==> src/rtl/lfsr_pkg.sv <==
// Shared types and helpers for the LFSR frame encryptor.
// Holds the FSM state enum, frame constants and the LFSR step function.
package lfsr_pkg;

  typedef enum logic [2:0] {
    IDLE,
    PRE,
    MSG,
    POST,
    DONE
  } lfsr_state_t;

  localparam int         FRAME_LEN = 64;
  localparam logic [7:0] PAD_CHAR  = 8'h20;

  function automatic logic [7:0] lfsr_step(
    input logic [7:0] s,
    input logic [7:0] taps
  );
    return {s[6:0], ^(s & taps)};
  endfunction

endpackage

==> src/rtl/lfsr8.sv <==
// 8-bit LFSR register: load seed or step once per enabled cycle.
// Ports: clk, rst_n, load, seed, step, taps -> q (current state).
module lfsr8
  import lfsr_pkg::*;
(
  input  logic       clk,
  input  logic       rst_n,
  input  logic       load,
  input  logic [7:0] seed,
  input  logic       step,
  input  logic [7:0] taps,
  output logic [7:0] q
);

  always_ff @(posedge clk or negedge rst_n) begin
    if (!rst_n) begin
      q <= 8'h00;
    end else if (load) begin
      q <= seed;
    end else if (step) begin
      q <= lfsr_step(q, taps);
    end
  end

endmodule

==> src/rtl/lfsr_frame_encryptor.sv <==
// Pads a plaintext stream to a fixed frame and XORs it with an LFSR.
// Ports: CLK/start_n, cfg_* load, in_* and out_* ready/valid, busy, done.
module lfsr_frame_encryptor #(
  parameter int         FRAME_LEN = 64,
  parameter logic [7:0] PAD_CHAR  = 8'h20
) (
  input  logic       CLK,
  input  logic       start_n,
  input  logic       cfg_load,
  input  logic [7:0] cfg_taps,
  input  logic [7:0] cfg_seed,
  input  logic [5:0] cfg_pre_len,
  input  logic [5:0] cfg_msg_len,
  input  logic       in_valid,
  input  logic [7:0] in_data,
  output logic       in_ready,
  output logic       out_valid,
  output logic [7:0] out_data,
  input  logic       out_ready,
  output logic       busy,
  output logic       done
);

  import lfsr_pkg::*;

  localparam logic [6:0] LAST = 7'(FRAME_LEN);

  lfsr_state_t state_q, state_d;

  logic [6:0] idx_q;
  logic [6:0] nidx;
  logic [7:0] taps_q;
  logic [5:0] pre_q;
  logic [5:0] mlen_q;
  logic [6:0] msg_end_q;
  logic [7:0] lfsr_q;
  logic       ov_q;
  logic [7:0] od_q;

  logic       loadable;
  logic       load;
  logic       cfg_take;
  logic [7:0] ld_byte;
  logic       rdy;

  assign loadable = !ov_q || out_ready;
  assign nidx     = idx_q + 7'd1;

  always_comb begin
    state_d  = state_q;
    load     = 1'b0;
    cfg_take = 1'b0;
    ld_byte  = PAD_CHAR;
    rdy      = 1'b0;
    unique case (state_q)
      IDLE: begin
        if (cfg_load) begin
          cfg_take = 1'b1;
          if (cfg_pre_len != 6'd0) begin
            state_d = PRE;
          end else if (cfg_msg_len != 6'd0) begin
            state_d = MSG;
          end else begin
            state_d = POST;
          end
        end
      end
      PRE: begin
        if (loadable) begin
          load = 1'b1;
          if (nidx == {1'b0, pre_q}) begin
            state_d = (mlen_q != 6'd0) ? MSG : POST;
          end
        end
      end
      MSG: begin
        rdy = loadable;
        if (loadable && in_valid) begin
          load    = 1'b1;
          ld_byte = in_data;
          if (nidx == msg_end_q || nidx == LAST) begin
            state_d = POST;
          end
        end
      end
      POST: begin
        // Frame complete once the last byte leaves the register.
        if (idx_q == LAST) begin
          if (loadable) begin
            state_d = DONE;
          end
        end else if (loadable) begin
          load = 1'b1;
        end
      end
      DONE: begin
        state_d = IDLE;
      end
      default: begin
        state_d = IDLE;
      end
    endcase
  end

  always_ff @(posedge CLK or negedge start_n) begin
    if (!start_n) begin
      state_q   <= IDLE;
      idx_q     <= 7'd0;
      taps_q    <= 8'h00;
      pre_q     <= 6'd0;
      mlen_q    <= 6'd0;
      msg_end_q <= 7'd0;
      ov_q      <= 1'b0;
      od_q      <= 8'h00;
    end else begin
      state_q <= state_d;
      if (cfg_take) begin
        idx_q     <= 7'd0;
        taps_q    <= cfg_taps;
        pre_q     <= cfg_pre_len;
        mlen_q    <= cfg_msg_len;
        msg_end_q <= 7'(cfg_pre_len) + 7'(cfg_msg_len);
      end else if (load) begin
        idx_q <= nidx;
      end
      if (load) begin
        ov_q <= 1'b1;
        od_q <= ld_byte ^ lfsr_q;
      end else if (ov_q && out_ready) begin
        ov_q <= 1'b0;
      end
    end
  end

  lfsr8 u_lfsr (
    .clk   (CLK),
    .rst_n (start_n),
    .load  (cfg_take),
    .seed  (cfg_seed),
    .step  (load),
    .taps  (taps_q),
    .q     (lfsr_q)
  );

  assign in_ready  = rdy;
  assign out_valid = ov_q;
  assign out_data  = od_q;
  assign busy      = (state_q != IDLE);
  assign done      = (state_q == DONE);

endmodule

==> config.mk <==
export PLATFORM = sky130hd
export DESIGN_NAME = lfsr_frame_encryptor
export DESIGN_NICKNAME = d
export VERILOG_FILES = /design/src/rtl/lfsr_pkg.sv /design/src/rtl/lfsr8.sv /design/src/rtl/lfsr_frame_encryptor.sv
export SDC_FILE = /design/constraint.sdc
export NUM_CORES = 1
export LEC_CHECK = 0
export ABC_AREA = 1
export CAP_MARGIN = 10
export CORE_MARGIN = 3
export CORE_UTILIZATION = 50
export CTS_BUF_LIST = sky130_fd_sc_hd__clkbuf_2 sky130_fd_sc_hd__clkbuf_4 sky130_fd_sc_hd__clkbuf_8
export CTS_CLUSTER_DIAMETER = 100
export CTS_CLUSTER_SIZE = 25
export DETAILED_ROUTE_END_ITERATION = 10
export PLACE_DENSITY = 0.72
export SYNTH_ARGS = -nofsm -noshare
export SYNTH_HDL_FRONTEND = slang
export SYNTH_SLANG_ARGS = --single-unit
==> constraint.sdc <==
create_clock -name CLK -period 2.74 [get_ports CLK]
set_input_delay 0.685 -clock CLK [delete_from_list [all_inputs] [get_ports CLK]]
set_output_delay 0.685 -clock CLK [all_outputs]
set_load 0.02 [all_outputs]
==> results by group, run 1 <==
Timing
  • Finish-stage setup viols: 0
  • Final setup margin: 115 ps
  • Slew Limit Headroom: 0.696
  • Clk_skew: around 4.4 ps
  • Final setup TNS: 0 ps
  • RSZ-0062 raised after global routing: false
  • Highest Clock Rate: between 300 and 400 MHz
  • Final period util: 0.958
  • Max Slew Vio Count: 0
  • Crit path time final: 2620 ps
  • Worst-Margin Slew: about 450 ps
  • Final number of hold-violating endpoints: 0

Synthesis
  • Distinct cells, synth: 34
  • Syn Nets: 444
  • Synth warn: 0
  • #FFs+latches synth: 54
  • Async SR Flop Fraction: 1.00
  • Synth Cell Area: 3050 sq um
  • Mapped Cells: 394
  • Sequential fraction of the synthesis area: 0.443
  • Main synth FF type: dfrtp_1
  • Syn_area_per_cell: 7.75 sq um
  • Post-synth EDFFs: 0

Global routing
  • Initial antenna violation count: 0
  • Pin count of the biggest net entering global routing: 55
  • Number of global-route vias before repair: 2502
  • Total global routing overflow: 0
  • First-pass GRT wire length: 11600 microns
  • Total GRT Usage: 0.203

Power
  • Peak VDD IR: 494 uV
  • Power per cell area: 1100 nW/um^2
  • Static Leak: 1.82 nW

Clocking
  • CTS resizes: 0
  • H-tree depth: 2
  • # hold bufs at CTS: 0
  • TritonCTS clock tree: done
  • CTS root buf: clkbuf_8
  • Inserted Clock Buffers: 5
  • Clock sink count: 54
  • Clock slew at reported path FFs: 90 ps
  • Later-pin clock latency in the skew report: 300 ps
  • Post-CTS setup buffers: 0
  • Clock Path Buffers: 2

Setup path
  • CP Data Arrival Time: 1940 ps
  • Worst r2r src: idx_q[0]$_DFFE_PN0P_
  • Crit. End Element: output port
  • CP Data Required Time: 2060 ps
  • WP buf/inv: 2
  • Crit-path cells: clkdlybuf4s50_1, nor2_1, nor2_1, clkdlybuf4s50_1
  • Worst setup startpoint: out_ready
  • Startpoint types: primary input
  • Worst reg-to-reg path cell count: 12
  • R2R Setup Slk: 620 ps
  • Worst setup path category: primary input to output port
  • Largest stage delay on the critical path: 630 ps
  • Crit path max-delay family: buffers and inverters
  • CP Max Fanout: 2
  • R2R Path End: state_q[1]$_DFFE_PN0P_
  • Worst path slowest cell: clkdlybuf4s50_1

Run
  • Maxcap violations: 0

Routing
  • Via count: 2669
  • # DRC: 0
  • Detailed Routing Iterations Pass 1: 4
  • Detailed Route WL: 6940 microns
  • Number of routed nets with antenna violations: 0
  • Vias per cell: roughly 5.1
  • DR WL/cell: between 10 and 15 microns
  • Initial detailed-routing violation count: between 100 and 150

Floorplanning
  • Ports: 53
  • Starting density of the core: 0.535
  • Core ar.: approximately 5700 sq um
  • Die X: 84.1 microns
  • Chip Height: 84.1 microns
  • Row cnt: 27
  • Die area: 7080 sq um

Placement
  • RePlAce Congestion: 0.841
  • Post-DP HPWL: between 5000 and 6000 microns
  • Port Buffers: 52
  • Dpl ws: 125 ps

Cells and area
  • Area Overhead vs Synth: 23.5%
  • Nets: 498
  • Antenna cell count: 0
  • Layout cell share with drive strength beyond 1: 0.0690

Status
  • Outcome: finished clean

Hold path
  • Hold Crit Class: primary input to async pin
worst max-delay path by stage:
stage,to,cells after the start
final,in_ready,4
after global routing,in_ready,4
after CTS,in_ready,4
after detailed placement,in_ready,4
after global placement,in_ready,4
after floorplan,msg_end_q[6]$_DFFE_PN0P_,8
layer usage:
layer | track usage | vias up | wire [microns]
met1 | 0.286 | 1225 | 3310
met2 | 0.327 | 57 | 3230
met3 | 0.0365 | 7 | 347
li1 | - | 1380 | -
met5 | 0 | - | 0
met4 | 0.0482 | 0 | 57
Yosys cell counts (all sizes together), types with 6 or more instances:
| cell | n | area share |
|---|---|---|
| a22oi | 9 | 0.022 |
| buf | 6 | 0.011 |
| dfrtp | 54 | 0.44 |
| ha | 8 | 0.033 |
| inv | 47 | 0.058 |
| nand2 | 127 | 0.16 |
| nand3 | 29 | 0.048 |
| nor2 | 27 | 0.039 |
| nor3 | 6 | 0.011 |
| o21ai | 32 | 0.052 |
| o22ai | 7 | 0.014 |
| xnor2 | 9 | 0.026 |
| xor2 | 10 | 0.029 |
cell families (layout without fill, tap and decap cells):
| family | Yosys count | count (layout) | synth area share |
|---|---|---|---|
| AND/OR/NAND/NOR | 200 | 200 | 0.285 |
| buffers and inverters | 57 | 112 | 0.0742 |
| AO/OA/AOI/OAI | 55 | 55 | 0.104 |
| flip-flops | 54 | 54 | 0.443 |
| XOR/XNOR | 19 | 19 | 0.0545 |
| adder cells (fa/ha/maj) | 9 | 9 | 0.0394 |
metrics by stage:
step                hold WS [ps]  std cells  utilization  power (mW)  area [sq um]
finish                       350        521        0.660        4.15          3770
global route                 376        521        0.660        4.52          3770
CTS                          369        521        0.660        4.17          3770
floorplan                    389        394            -        2.99          3050
detailed placement           466        513        0.640        3.61          3650
global placement             464        513        0.640        3.56          3650
flip-flops by register name (all words and copies together) (netlist names):
name,cells
idx_q,7
mlen_q,6
msg_end_q,7
out_data,8
out_valid,1
pre_q,6
state_q,3
taps_q,8
u_lfsr.q,8
cell usage in the layout (no fill, tap or decap), drive strengths merged:
master,instances
a21o,1
a21oi,4
a22oi,9
and2,1
buf,5
bufinv,1
clkbuf,7
clkdlybuf4s50,51
clkinv,1
dfrtp,54
fa,1
ha,8
inv,47
nand2,127
nand3,29
nand3b,2
nand4,5
nor2,27
nor3,6
nor4,2
o211ai,1
o21ai,32
o22ai,7
o31ai,1
or2,1
xnor2,9
xor2,10
power breakdown:
part	switching (mW)	internal, mW	total, mW
combinational	1.24	0.842	2.08
clock	0.251	0.294	0.545
sequential	0.337	1.18	1.52
cell type report:
class / count / area [sq um]
multi-input combinational: 283 / 1470
clock buffer: 7 / 83.8
tap: 72 / 90.1
timing repair buffer: 56 / 558
fill: 491 / 1940
sequential: 54 / 1350
clock inverter: 1 / 30.0
inverter: 48 / 180
Note: power is estimated with default switching activity, not from simulation.
==> run 2: changes to the inputs <==
--- a/config.mk
+++ b/config.mk
@@ -11,8 +11,9 @@
 export CORE_UTILIZATION = 50
 export CTS_BUF_LIST = sky130_fd_sc_hd__clkbuf_2 sky130_fd_sc_hd__clkbuf_4 sky130_fd_sc_hd__clkbuf_8
-export CTS_CLUSTER_DIAMETER = 100
+export CTS_CLUSTER_DIAMETER = 80
 export CTS_CLUSTER_SIZE = 25
 export DETAILED_ROUTE_END_ITERATION = 10
 export PLACE_DENSITY = 0.72
+export REMOVE_ABC_BUFFERS = 1
 export SYNTH_ARGS = -nofsm -noshare
 export SYNTH_HDL_FRONTEND = slang
==> constraint.sdc (replaced) <==
create_clock -name CLK -period 2.74 [get_ports CLK]
set_input_delay 0.685 -clock CLK [delete_from_list [all_inputs] [get_ports CLK]]
set_output_delay 0.685 -clock CLK [all_outputs]
set_load 0.05 [all_outputs]
==> run 2 against run 1 <==
  * Utilization is 0.85 points lower
  * Design area decreased by 1.3%
  * Combinational power grew 9%
  * Critical path depth is 1 higher
  * Highest routed layer unchanged
  * Die area is the same
  * Final cell count down 0.58%
==> results by group, run 2 (synthesis gave the netlist of run 1 again) <==
Cells and area
  • Most frequent cells in the layout: nand2_1, dfrtp_1, clkdlybuf4s50_1
  • Final Instance Count excl. Fillers: 518 (-0.58%)
  • Area of the multi-input gates: 1470 sq um (unchanged)
  • Area Overhead vs Synth: 21.9%
  • Antenna cell count: 0 (unchanged)
  • Sequential cell area: 1350 sq um (unchanged)
  • Layout cell share with drive strength beyond 1: 0.0650 (-0.00402)
  • Nets: 496 (-0.40%)
  • FILL cells: 520 (+5.9%)
  • Commonest non-fill, non-tap cell in the layout: nand2_1

Timing
  • Final period util: 0.953 (-0.00487)
  • Final number of hold-violating endpoints: 0 (unchanged)
  • Final setup TNS: 0 ps (unchanged)
  • Final setup margin: 129 ps (+13.3 ps)
  • Max Slew Vio Count: 0 (unchanged)
  • RSZ-0062 raised after global routing: false
  • Crit path time final: 2610 ps (-13.3 ps)
  • Highest Clock Rate: 383 MHz (+0.51%)
  • Worst-Margin Slew: 678 ps (+223 ps)
  • Clk_skew: 4.91 ps (+0.473 ps)
  • Slew Limit Headroom: 0.548 (-0.149)
  • Finish-stage setup viols: 0 (unchanged)

Clocking
  • H-tree depth: 2 (unchanged)
  • Clock sink count: 54 (unchanged)
  • Later-pin clock latency in the skew report: 300 ps (about the same)
  • Post-CTS setup buffers: 0 (unchanged)
  • CTS root buf: clkbuf_8
  • # hold bufs at CTS: 0 (unchanged)
  • TritonCTS clock tree: done
  • Clock slew at reported path FFs: 100 ps (about the same)
  • Inserted Clock Buffers: 5 (unchanged)
  • CTS resizes: 0 (unchanged)
  • Clock Path Buffers: 2 (unchanged)

Setup path
  • Crit. End Element: output port
  • Worst setup startpoint: state_q[0]$_DFFE_PN0P_
  • CP Data Arrival Time: 1930 ps (about the same)
  • Startpoint types: register
  • WP buf/inv: 3 (+1)
  • CP Max Fanout: 5 (+3)
  • Crit path max-delay family: buffers and inverters
  • Worst setup path category: register to output port
  • Crit-path cells: nor2_1, inv_1, nor2_1, inv_1, clkdlybuf4s50_1
  • CP Data Required Time: 2060 ps (about the same)
  • Worst r2r src: idx_q[0]$_DFFE_PN0P_
  • Largest stage delay on the critical path: 700 ps (+70 ps)
  • Worst path slowest cell: clkdlybuf4s50_1

Floorplanning
  • Starting density of the core: 0.535 (unchanged)
  • Ports: 53 (unchanged)
  • Die area: 7080 sq um (unchanged)
  • Row cnt: 27 (unchanged)
  • Chip Height: 84.1 microns (unchanged)
  • Die X: 84.1 microns (unchanged)
  • Core ar.: 5710 sq um (unchanged)

Power
  • Switching Fraction: 0.478 (+0.0361)
  • Power per cell area: 1130 nW/um^2 (+3.0%)
  • Clock power frac: 0.103 (-0.028)
  • PnR Total Power: 4.22 mW (+1.7%)
  • Static Leak: 1.79 nW (-1.4%)
  • Peak VDD IR: 651 uV (+32%)
  • Seq pwr share: 0.359 (-0.007)
  • Internal power: 2.20 mW (-4.9%)
  • Net switching power: 2.01 mW (+10%)
  • Combinational Power Share: 0.538 (+0.035)

Routing
  • Via count: 2685 (+0.60%)
  • Detailed Route WL: 7050 microns (+1.5%)
  • Vias per cell: 5.18 (+1.2%)
  • DR WL/cell: 13.6 microns (+2.0%)
  • Initial detailed-routing violation count: 215 (+46%)
  • Detailed Routing Iterations Pass 1: 8 (+4)
  • # DRC: 0 (unchanged)
  • Number of routed nets with antenna violations: 0 (unchanged)

Global routing
  • Total GRT Usage: 0.208 (+0.00449)
  • Number of global-route vias before repair: 2619 (+4.7%)
  • Pin count of the biggest net entering global routing: 55 (unchanged)
  • Total global routing overflow: 0 (unchanged)
  • Initial antenna violation count: 0 (unchanged)
  • First-pass GRT wire length: 12000 microns (+3.6%)

Run
  • Maxcap violations: 0 (unchanged)

Placement
  • Port Buffers: 52 (unchanged)
  • Inst Count DP: 511 (-0.39%)
  • Post-DP HPWL: 5400 microns (+1.4%)
  • Dpl ws: 106 ps (-18.7 ps)
  • RePlAce Congestion: 0.880 (+4.6%)

Status
  • Outcome: finished clean

Hold path
  • Hold Crit Class: primary input to async pin
[run 2: layout make-up]
class,count,area share
clock buffers,5,0.0185
inverters,48,0.0485
flip-flops and latches,54,0.363
repair buffers,54,0.145
multi-input cells,283,0.396
clock inverters,2,0.00370
well taps,72,0.0242
[run 2: worst paths after layout]
| kind | end | slack, ps | cells past startpoint |
|---|---|---|---|
| worst max-delay path | busy | 130 | 5 |
| worst min-delay path | mlen_q[3]$_DFFE_PN0P_ | 490 | 2 |
| worst max register to register | state_q[1]$_DFFE_PN0P_ | 590 | 12 |
| worst min register to register | taps_q[5]$_DFFE_PN0P_ | 490 | 2 |
| max in group asynchronous | u_lfsr.q[2]$_DFFE_PN0P_ | 1800 | 2 |
| min in group CLK | taps_q[5]$_DFFE_PN0P_ | 490 | 2 |
[run 2: per-layer routing]
metal  track usage  up-vias  share of wire
met1         0.291     1236           0.48
met4        0.0541        0          0.010
met2         0.335       66           0.46
met5             0        -              0
li1              -     1375              -
met3        0.0355        8          0.042
[run 2: power by group through the flow]
stage          clock [mW]  combinational, mW  sequential (mW)
2_1_floorplan           0               1.47             1.64
3_3_place_gp            0               2.23             1.51
3_5_place_dp            0               2.28             1.52
4_1_cts             0.449               2.28             1.51
5_1_grt             0.486               2.57             1.57
6_report            0.433               2.27             1.52
[run 2: metrics by stage]
step	util	hold slack (ps)	instance area (sq um)
after floorplan	-	389	3010
after global placement	0.637	463	3640
after detailed placement	0.637	467	3640
after CTS	0.651	492	3720
after global routing	0.651	508	3720
final	0.651	488	3720
==> run 3: changes to the inputs <==
- CAP_MARGIN: 10 -> default
==> results of run 3 <==
Final layout, timing and power as in run 2 (identical DEF).
